==> src/rtl/mm_pkg.sv <==
// rtl/mm_pkg.sv - shared size defaults for the matrix-vector result path
package mm_pkg;
    localparam int MM_DW    = 32;
    localparam int MM_NUM   = 16;
    localparam int MM_DEPTH = 4;
    localparam int ROW_W    = MM_DW * MM_NUM;
endpackage

==> src/rtl/mv_result_packer_if.sv <==
// rtl/mv_result_packer_if.sv - scalar-in / packed-row-out bus of the result packer
interface mv_result_packer_if
    import mm_pkg::*;
#(
    parameter int DW  = MM_DW,
    parameter int NUM = MM_NUM
);
    logic [DW-1:0]     in_data;
    logic              in_valid;
    logic              flush;
    logic [DW*NUM-1:0] out_data;
    logic              out_valid;
    logic              out_ready;
    logic              almost_full;
    logic              overflow;

    modport master (
        output in_data, in_valid, flush, out_ready,
        input  out_data, out_valid, almost_full, overflow
    );

    modport slave (
        input  in_data, in_valid, flush, out_ready,
        output out_data, out_valid, almost_full, overflow
    );
endinterface

==> src/rtl/mv_row_fifo.sv <==
// rtl/mv_row_fifo.sv - synchronous row FIFO with registered head word and occupancy count
module mv_row_fifo #(
    parameter int W     = 512,
    parameter int DEPTH = 4
) (
    input  logic                       clk,
    input  logic                       rst,
    input  logic                       push_i,
    input  logic [W-1:0]               wdata_i,
    input  logic                       pop_i,
    output logic [W-1:0]               rdata_o,
    output logic [$clog2(DEPTH):0]     count_o,
    output logic                       full_o
);
    localparam int AW = $clog2(DEPTH);

    logic [W-1:0]  mem_q [DEPTH];
    logic [AW-1:0] wr_ptr_q, rd_ptr_q, rd_nxt;
    logic [AW:0]   count_q, count_d;
    logic [W-1:0]  rdata_q, rdata_d;
    logic          wr_en, rd_en;

    assign full_o  = (count_q == (AW+1)'(DEPTH));
    assign rd_en   = pop_i && (count_q != '0);
    assign wr_en   = push_i && (!full_o || rd_en);
    assign rd_nxt  = rd_ptr_q + AW'(1);
    assign rdata_o = rdata_q;
    assign count_o = count_q;

    // Head register is loaded with whatever becomes the oldest entry after this edge.
    always_comb begin
        rdata_d = rdata_q;
        count_d = count_q;
        if (rd_en) begin
            if (count_q > (AW+1)'(1))
                rdata_d = mem_q[rd_nxt];
            else
                rdata_d = wr_en ? wdata_i : '0;
        end else if (count_q == '0 && wr_en) begin
            rdata_d = wdata_i;
        end
        case ({wr_en, rd_en})
            2'b10:   count_d = count_q + (AW+1)'(1);
            2'b01:   count_d = count_q - (AW+1)'(1);
            default: count_d = count_q;
        endcase
    end

    always_ff @(posedge clk) begin
        if (rst) begin
            wr_ptr_q <= '0;
            rd_ptr_q <= '0;
            count_q  <= '0;
            rdata_q  <= '0;
        end else begin
            if (wr_en) wr_ptr_q <= wr_ptr_q + AW'(1);
            if (rd_en) rd_ptr_q <= rd_nxt;
            count_q <= count_d;
            rdata_q <= rdata_d;
        end
    end

    always_ff @(posedge clk) begin
        if (wr_en) mem_q[wr_ptr_q] <= wdata_i;
    end
endmodule

==> src/rtl/mv_result_packer.sv <==
// rtl/mv_result_packer.sv - packs scalar dot-product results into rows; MV_PACKER_OVF_CNT_EN adds ovf_count
module mv_result_packer
    import mm_pkg::*;
#(
    parameter int DW    = MM_DW,
    parameter int NUM   = MM_NUM,
    parameter int DEPTH = MM_DEPTH
) (
    input  logic        clk,
    input  logic        rst,
`ifdef MV_PACKER_OVF_CNT_EN
    output logic [15:0] ovf_count,
`endif
    mv_result_packer_if.slave bus
);
    localparam int RW = DW * NUM;
    localparam int CW = $clog2(NUM);
    localparam int AW = $clog2(DEPTH);

    logic [CW-1:0] cnt_q, cnt_d;
    logic [RW-1:0] asm_q, asm_d, row_wr;
    logic          overflow_q, overflow_d;
    logic          last_lane, push, pop, full, drop;
    logic [AW:0]   fifo_count;
    logic [RW-1:0] fifo_rdata;

    assign last_lane = (cnt_q == CW'(NUM - 1));

    always_comb begin
        row_wr = asm_q;
        for (int i = 0; i < NUM; i++) begin
            if (bus.in_valid && cnt_q == CW'(i)) row_wr[i*DW +: DW] = bus.in_data;
        end
    end

    // A word arriving with flush is folded into the row before it is closed.
    assign push = !rst && ((bus.in_valid && last_lane) ||
                           (bus.flush && (cnt_q != '0 || bus.in_valid)));
    assign pop  = bus.out_valid && bus.out_ready;
    assign drop = push && full && !pop;

    always_comb begin
        cnt_d      = cnt_q;
        asm_d      = asm_q;
        overflow_d = overflow_q | drop;
        if (push) begin
            cnt_d = '0;
            asm_d = '0;
        end else if (bus.in_valid) begin
            cnt_d = cnt_q + CW'(1);
            asm_d = row_wr;
        end
    end

    always_ff @(posedge clk) begin
        if (rst) begin
            cnt_q      <= '0;
            asm_q      <= '0;
            overflow_q <= 1'b0;
        end else begin
            cnt_q      <= cnt_d;
            asm_q      <= asm_d;
            overflow_q <= overflow_d;
        end
    end

    mv_row_fifo #(
        .W     (RW),
        .DEPTH (DEPTH)
    ) u_fifo (
        .clk     (clk),
        .rst     (rst),
        .push_i  (push),
        .wdata_i (row_wr),
        .pop_i   (pop),
        .rdata_o (fifo_rdata),
        .count_o (fifo_count),
        .full_o  (full)
    );

    assign bus.out_valid   = !rst && (fifo_count != '0);
    assign bus.out_data    = rst ? '0 : fifo_rdata;
    assign bus.almost_full = !rst && (fifo_count >= (AW+1)'(DEPTH - 1));
    assign bus.overflow    = overflow_q;

`ifdef MV_PACKER_OVF_CNT_EN
    logic [15:0] ovf_cnt_q;

    always_ff @(posedge clk) begin
        if (rst)
            ovf_cnt_q <= '0;
        else if (drop && ovf_cnt_q != 16'hFFFF)
            ovf_cnt_q <= ovf_cnt_q + 16'd1;
    end

    assign ovf_count = ovf_cnt_q;
`endif
endmodule

==> src/flat_wrapper.sv <==
// flat-port wrapper written by rule: the top's interface ports become plain ports
module mv_result_packer_flat import mm_pkg::*;
#(
    parameter int DW    = MM_DW,
    parameter int NUM   = MM_NUM,
    parameter int DEPTH = MM_DEPTH
)
  (clk, rst, bus_in_data, bus_in_valid, bus_flush, bus_out_ready, bus_out_data, bus_out_valid, bus_almost_full, bus_overflow);
  mv_result_packer_if #(.DW(DW), .NUM(NUM)) bus_i ();
  input  logic clk;
  input  logic rst;
  input wire logic [$bits(bus_i.in_data)-1:0] bus_in_data;
  input wire logic [$bits(bus_i.in_valid)-1:0] bus_in_valid;
  input wire logic [$bits(bus_i.flush)-1:0] bus_flush;
  input wire logic [$bits(bus_i.out_ready)-1:0] bus_out_ready;
  output wire logic [$bits(bus_i.out_data)-1:0] bus_out_data;
  output wire logic [$bits(bus_i.out_valid)-1:0] bus_out_valid;
  output wire logic [$bits(bus_i.almost_full)-1:0] bus_almost_full;
  output wire logic [$bits(bus_i.overflow)-1:0] bus_overflow;
  assign bus_i.in_data = bus_in_data;
  assign bus_i.in_valid = bus_in_valid;
  assign bus_i.flush = bus_flush;
  assign bus_i.out_ready = bus_out_ready;
  assign bus_out_data = bus_i.out_data;
  assign bus_out_valid = bus_i.out_valid;
  assign bus_almost_full = bus_i.almost_full;
  assign bus_overflow = bus_i.overflow;
  mv_result_packer #(.DW(DW), .NUM(NUM), .DEPTH(DEPTH)) u_core (.clk(clk), .rst(rst), .bus(bus_i));
endmodule
==> config.mk <==
export PLATFORM = sky130hd
export DESIGN_NAME = mv_result_packer_flat
export DESIGN_NICKNAME = d
export VERILOG_FILES = /design/src/rtl/mm_pkg.sv /design/src/rtl/mv_result_packer_if.sv /design/src/rtl/mv_row_fifo.sv /design/src/rtl/mv_result_packer.sv /design/src/flat_wrapper.sv
export SDC_FILE = /design/constraint.sdc
export NUM_CORES = 2
export LEC_CHECK = 0
export ABC_AREA = 1
export CAP_MARGIN = 10
export CORE_MARGIN = 5
export CORE_UTILIZATION = 35
export CTS_BUF_LIST = sky130_fd_sc_hd__clkbuf_8
export DETAILED_ROUTE_END_ITERATION = 7
export PLACE_DENSITY = 0.55
export SETUP_SLACK_MARGIN = 0.3
export SLEW_MARGIN = 20
export SYNTH_ARGS = -nofsm -noshare
export SYNTH_HDL_FRONTEND = slang
export SYNTH_SLANG_ARGS = --single-unit
==> constraint.sdc <==
create_clock -name clk -period 38.4 [get_ports clk]
set_clock_uncertainty 0.2 [all_clocks]
set_input_delay 7.68 -clock clk [delete_from_list [all_inputs] [get_ports clk]]
set_output_delay 7.68 -clock clk [all_outputs]
set_load 0.03 [all_outputs]
Word level (Yosys, flattened, before mapping)

Memories as Yosys holds them, arrays and structs flattened.
Index checks and enable logic that the tools add are counted.

Add/subtract/negate cells: 5
Bitwise logic cells: 1
Reductions and logical operators: 39
Muxes and demuxes: 24
Magnitude comparators: 2
Equal/unequal tests: 18

Operator list:

| operator            | number |
|---|---|
| $mux 512            | 5 |
| $mux 32             | 16 |
| $eq 4x4->1 const B  | 8 |
| $logic_and 1x1->1   | 26 |
| $eq 4x3->1 const B  | 4 |
| $eq 4x2->1 const B  | 2 |
| $pmux 3 s2          | 1 |
| $add 2x1->2 const B | 2 |
| $add 4x1->4 const B | 1 |
| $eq 4x1->1 const B  | 1 |
| $logic_not 4->1     | 1 |
| $reduce_bool 2->1   | 2 |
| $reduce_bool 4->1   | 1 |
| $add 3x1->3 const B | 1 |
| $eq 3x3->1 const B  | 1 |
| $ge 3x2->1 const B  | 1 |
| $gt 3x1->1 const B  | 1 |
| $logic_not 1->1     | 3 |
| $logic_not 3->1     | 1 |
| $logic_or 1x1->1    | 3 |
| $reduce_bool 3->1   | 1 |
| $sub 3x1->3 const B | 1 |
| $eq 2x1->1 const B  | 1 |
| $eq 2x2->1 const B  | 1 |
| other kinds (3)     | 4 |

Word-level logic and storage cells: 97
Register bits: 1036
Output and inout port bits: 515
Bits in writable memories: 2048
Input bits: 37
Memories: 1

Memory list:

| memory              | depth | bits a word | read ports | clocked after memory_dff | wr ports | RTL line          | text |
|---|---|---|---|---|---|---|---|
| u_core.u_fifo.mem_q | 4     | 512         | 1          | 0                        | 1        | mv_row_fifo.sv:17 | `logic [W-1:0] mem_q [DEPTH];` |

Logic depth before layout (Yosys ltp)

Depth in word-level cells: 9
Depth in mapped cells: 16
Mapped depth without buffers: 14

Hierarchy

From an unflattened synthesis, not the netlist that was laid out.

Cells, all modules: 15828
Area, all modules: 133360.4 µm²

By module, submodules not included:

| module           | cells an instance | area an instance (µm²) | instances |
|---|---|---|---|
| mv_row_fifo      | 11507             | 107969.8               | 1 |
| mv_result_packer | 4321              | 25390.6                | 1 |

Least setup slack after synthesis

Ideal clock, no wire load.

Path type: in2reg
Start: in rst
End: mem u_core.u_fifo.mem_q[0][0], enable pin
Slack: 7108 ps
Cell stages on the path: 8
Arrival time: 29693 ps
Buffers on the path: 1
Path through: buf_2 -> inv_2 -> nand3_2 -> nand3_1 -> inv_1 -> nor2_1 -> inv_1 -> nor2_1

Longest elaborated chain between the ends: 8
Elaborated cells between the ends (all ways): 9
Those cells by class: 2 x mux; 7 x reduce/logical

Ends and longest elaborated chain:

| element                          | RTL line                                       | text |
|---|---|---|
| start, declared                  | flat_wrapper.sv:11                             | `input logic rst;` |
| $logic_not 1->1 (*)              | mv_result_packer.sv:37, mv_result_packer.sv:81 |  |
| $logic_and 1x1->1                | mv_result_packer.sv:81                         | `assign bus.out_valid = !rst && (fifo_count != '0);` |
| $logic_and 1x1->1                | mv_result_packer.sv:39                         | `assign pop = bus.out_valid && bus.out_ready;` |
| $logic_and 1x1->1                | mv_row_fifo.sv:24                              | `assign rd_en = pop_i && (count_q != '0);` |
| $logic_or 1x1->1                 | mv_row_fifo.sv:25                              | `assign wr_en = push_i && (!full_o \|\| rd_en);` |
| $logic_and 1x1->1 (*)            | mv_row_fifo.sv:25                              |  |
| $mux 1 (*)                       | mv_row_fifo.sv:64                              | `if (wr_en) mem_q[wr_ptr_q] <= wdata_i;` |
| $mux 1 (not written as such) (*) | mv_row_fifo.sv:64                              |  |
| end, declared                    | mv_row_fifo.sv:17                              |  |

Mark *: on every way between the ends. The rest lies on a longest branch, timed or not.

Worst setup path in the final report

Start: in rst
End: out bus_out_data[261]

Longest elaborated chain between the ends: 1

Ends and longest elaborated chain:

| element       | RTL line               | text |
|---|---|---|
| $mux 512      | mv_result_packer.sv:82 | `assign bus.out_data = rst ? '0 : fifo_rdata;` |
| end, declared | flat_wrapper.sv:16     | `output wire logic [$bits(bus_i.out_data)-1:0] bus_out_data;` |

No other way between the ends.

==> results.yml <==
floorplan:
  rows: 221
  die_y_um: 613
  core_area_um2: 362000
  start_util_pct: 35.1
  die-width_um: 613
  die-area_um2: 375000
  io_pins: 552
worst_setup_path:
  crit_path_cell_trace: "clkdlybuf4s50_1 > inv_8 > buf_4 > buf_4 > nand2_1 > inv_1 > clkdlybuf4s50_1"
  critPathCaptureType: "primary output"
  critical_path_buf_inv_count: 6
  cpMaxStageDelayCell: "buf_4"
  crit_path_start_kind: "input port"
  crit_type: "in -> out"
  crit_path_max_fanout: 90
  worstPathArrival_ns: 11.57
  critPathTopFamily: "buffers and inverters"
  required_ns: 30.52
  cp_slowest_stage_delay_ns: 0.76
routing:
  postRouteAntennaNets: 0
  firstDrtPassIters: 6
  drt_iter0_markers: 7614
  wl_um: 403000
  routed_via_density: 4.75
  vias: 91952
  wl_per_cell_um: 20.8
  route.detailed.drc: 0
timing:
  setup_viol: 0
  rsz0062_at_grt: "no"
  slew_viol_final: 0
  worst_hold_slack_ns: 0.301
  clock.fmax_mhz: 51.4
  hold_violations: 0
  fin_setup_tns_ns: 0
  worst_pin_slew_ns: 1.27
  period_needed_ns: 19.45
  finalCritPeriodShare_pct: 50.6
  slew_headroom_pct: 15.6
clock_network:
  cts_hold_buf: 0
  cts_max_path_buffers: 4
  clk_pin_slew_ns: 0.05
  cts-root-buf: "clkbuf_8"
  cts_tree: "yes"
  ctsHtreeMaxLevel: 6
  insertion_delay_ns: 1.15
  post_cts_buffers: 0
  cts-resized-gates: 0
  numCtsBuffers: 542
  cts.sinks: 3084
synthesis:
  synth_compound_area_share_pct: 6.93
  ys_types: 27
  synth_top_family_by_area: "simple AND/OR/NAND/NOR gates"
  synthSimpleGateAreaFrac_pct: 19.7
  syn_avg_cell_area_um2: 9.31
  async_flop_share_pct: 0
  synth_fa_ha_area_share_pct: 0.128
  syn-cell-area_um2: 127000
  seq_area_frac_synth_pct: 64.7
  ys_ff_latch: 3084
  synth_edf_count: 2048
  synth-main-ff-cell: "edfxtp_1"
  synth_cells: 13661
  ys_warn_count: 0
  synth-xor-area-share_pct: 0.0138
  syn-num-nets: 13711
  synthMuxAreaShare_pct: 0
grt:
  grt_pass1_wl_um: 586000
  grt_overflow: 0
  antenna_found_initial: 29
  grt_max_degree: 182
  grt_pass1_vias: 87236
  track_usage_pct: 20.8
power_and_ir_drop:
  pwr_density_cell_nw_per_um2: 58.6
  vdd_drop_max_mv: 0.0408
  cellLeakagePower_nw: 66.4
place:
  gp_congestion: 0.753
  hpwl_um: 213000
  port_buffers: 551
final_layout:
  final_cell_mix: "4,734 x nand2_1, 2,244 x inv_1, 2,048 x edfxtp_1"
  area_delta_synth_final_pct: 15.7
  final_common_cell: "nand2_1"
  nets: 14151
  drive_gt1_share_pct: 6.23
run_status:
  status: "complete, no violations"
hold_path:
  hold_class: "reg -> reg"
job:
  maxCapViolations: 0
tightest hold or removal path: cells and delay by family, from the launching register on:
| family | cells | cell delay (ns) |
|---|---|---|
| AO/OA/AOI/OAI | 1 | 0.05 |
| AND/OR/NAND/NOR | 1 | 0.07 |
| flip-flops | 1 | 0.35 |
registers in the layout, summed over array words and instances, names as in the netlist:
register                cells
u_core.u_fifo.rd_ptr_q      2
u_core.asm_q              512
u_core.cnt_q                4
u_core.u_fifo.wr_ptr_q      2
u_core.u_fifo.count_o       3
u_core.u_fifo.mem_q      2048
u_core.bus.overflow         1
u_core.u_fifo.rdata_o     512
path summary, 6_finish.rpt:
kind                                   from                                       to  slack, ns  cells after the start
min reg2reg  u_core.bus.overflow$_SDFF_PP0_           u_core.bus.overflow$_SDFF_PP0_       0.30                      2
max reg2reg    u_core.cnt_q[2]$_SDFFE_PP0P_  u_core.u_fifo.rdata_o[435]$_SDFFE_PP0P_      31.34                     15
min          u_core.bus.overflow$_SDFF_PP0_           u_core.bus.overflow$_SDFF_PP0_       0.30                      2
max                                     rst                        bus_out_data[261]      18.95                      7
power by group:
group	internal (mW)	switching (mW)	leakage, nW	total, mW
clock	1.51	1.39	6.26	2.91
combinational	0.518	1.31	32.8	1.83
sequential	3.81	0.0811	27.4	3.89
total	5.84	2.78	66.4	8.62
routing by layer:
layer  vias to the layer above  track usage [%]  wire length [um]
li1                      44511                -                 -
met1                     43995             28.0            178000
met2                      2783             34.2            188000
met3                       657             2.83             22600
met4                         6             7.78             14600
met5                         -                0                46
cell families after synthesis:
logic type	after synthesis
buffers and inverters	2793
flip-flops	3084
adder cells (fa/ha/maj)	13
AND/OR/NAND/NOR	6320
XOR/XNOR	2
AO/OA/AOI/OAI	1449
cell usage after synthesis, types with 3 or more instances:
library cell | count | area [um2]
edfxtp_1 | 2048 | 61500
ha_1 | 13 | 163
dfxtp_1 | 1036 | 20700
inv_2 | 8 | 30.0
nor2_1 | 535 | 2010
buf_2 | 312 | 1560
nand3_1 | 1030 | 5150
clkbuf_1 | 464 | 1740
o21a_1 | 512 | 3840
nand2_2 | 3 | 18.8
nand2_1 | 4747 | 17800
inv_1 | 1978 | 7420
o21ai_0 | 415 | 2080
a22oi_1 | 102 | 766
a21oi_1 | 417 | 2090
buf_1 | 30 | 113
cell type report:
type / count / area [um2]
antenna: 18 / 45.0
clock buffer: 596 / 8200
clock inverter: 393 / 2150
fill: 35781 / 215000
inverter: 1986 / 7500
multi-input combinational: 7784 / 34200
sequential: 3084 / 82200
tap: 4794 / 6000
timing repair buffer: 703 / 6740
through the flow:
step | area [um2] | setup slack (ns) | instances | total power, mW | utilization (%)
after floorplan | 127000 | 7.11 | 13661 | 5.09 | -
after global placement | 137000 | 18.94 | 18351 | 5.81 | 37.7
after detailed placement | 137000 | 18.84 | 18351 | 5.79 | 37.7
after CTS | 147000 | 18.82 | 19340 | 8.71 | 40.6
after global routing | 147000 | 18.63 | 19351 | 9.04 | 40.6
final | 147000 | 18.95 | 19358 | 8.62 | 40.6
(Power assumes the default switching activity.)
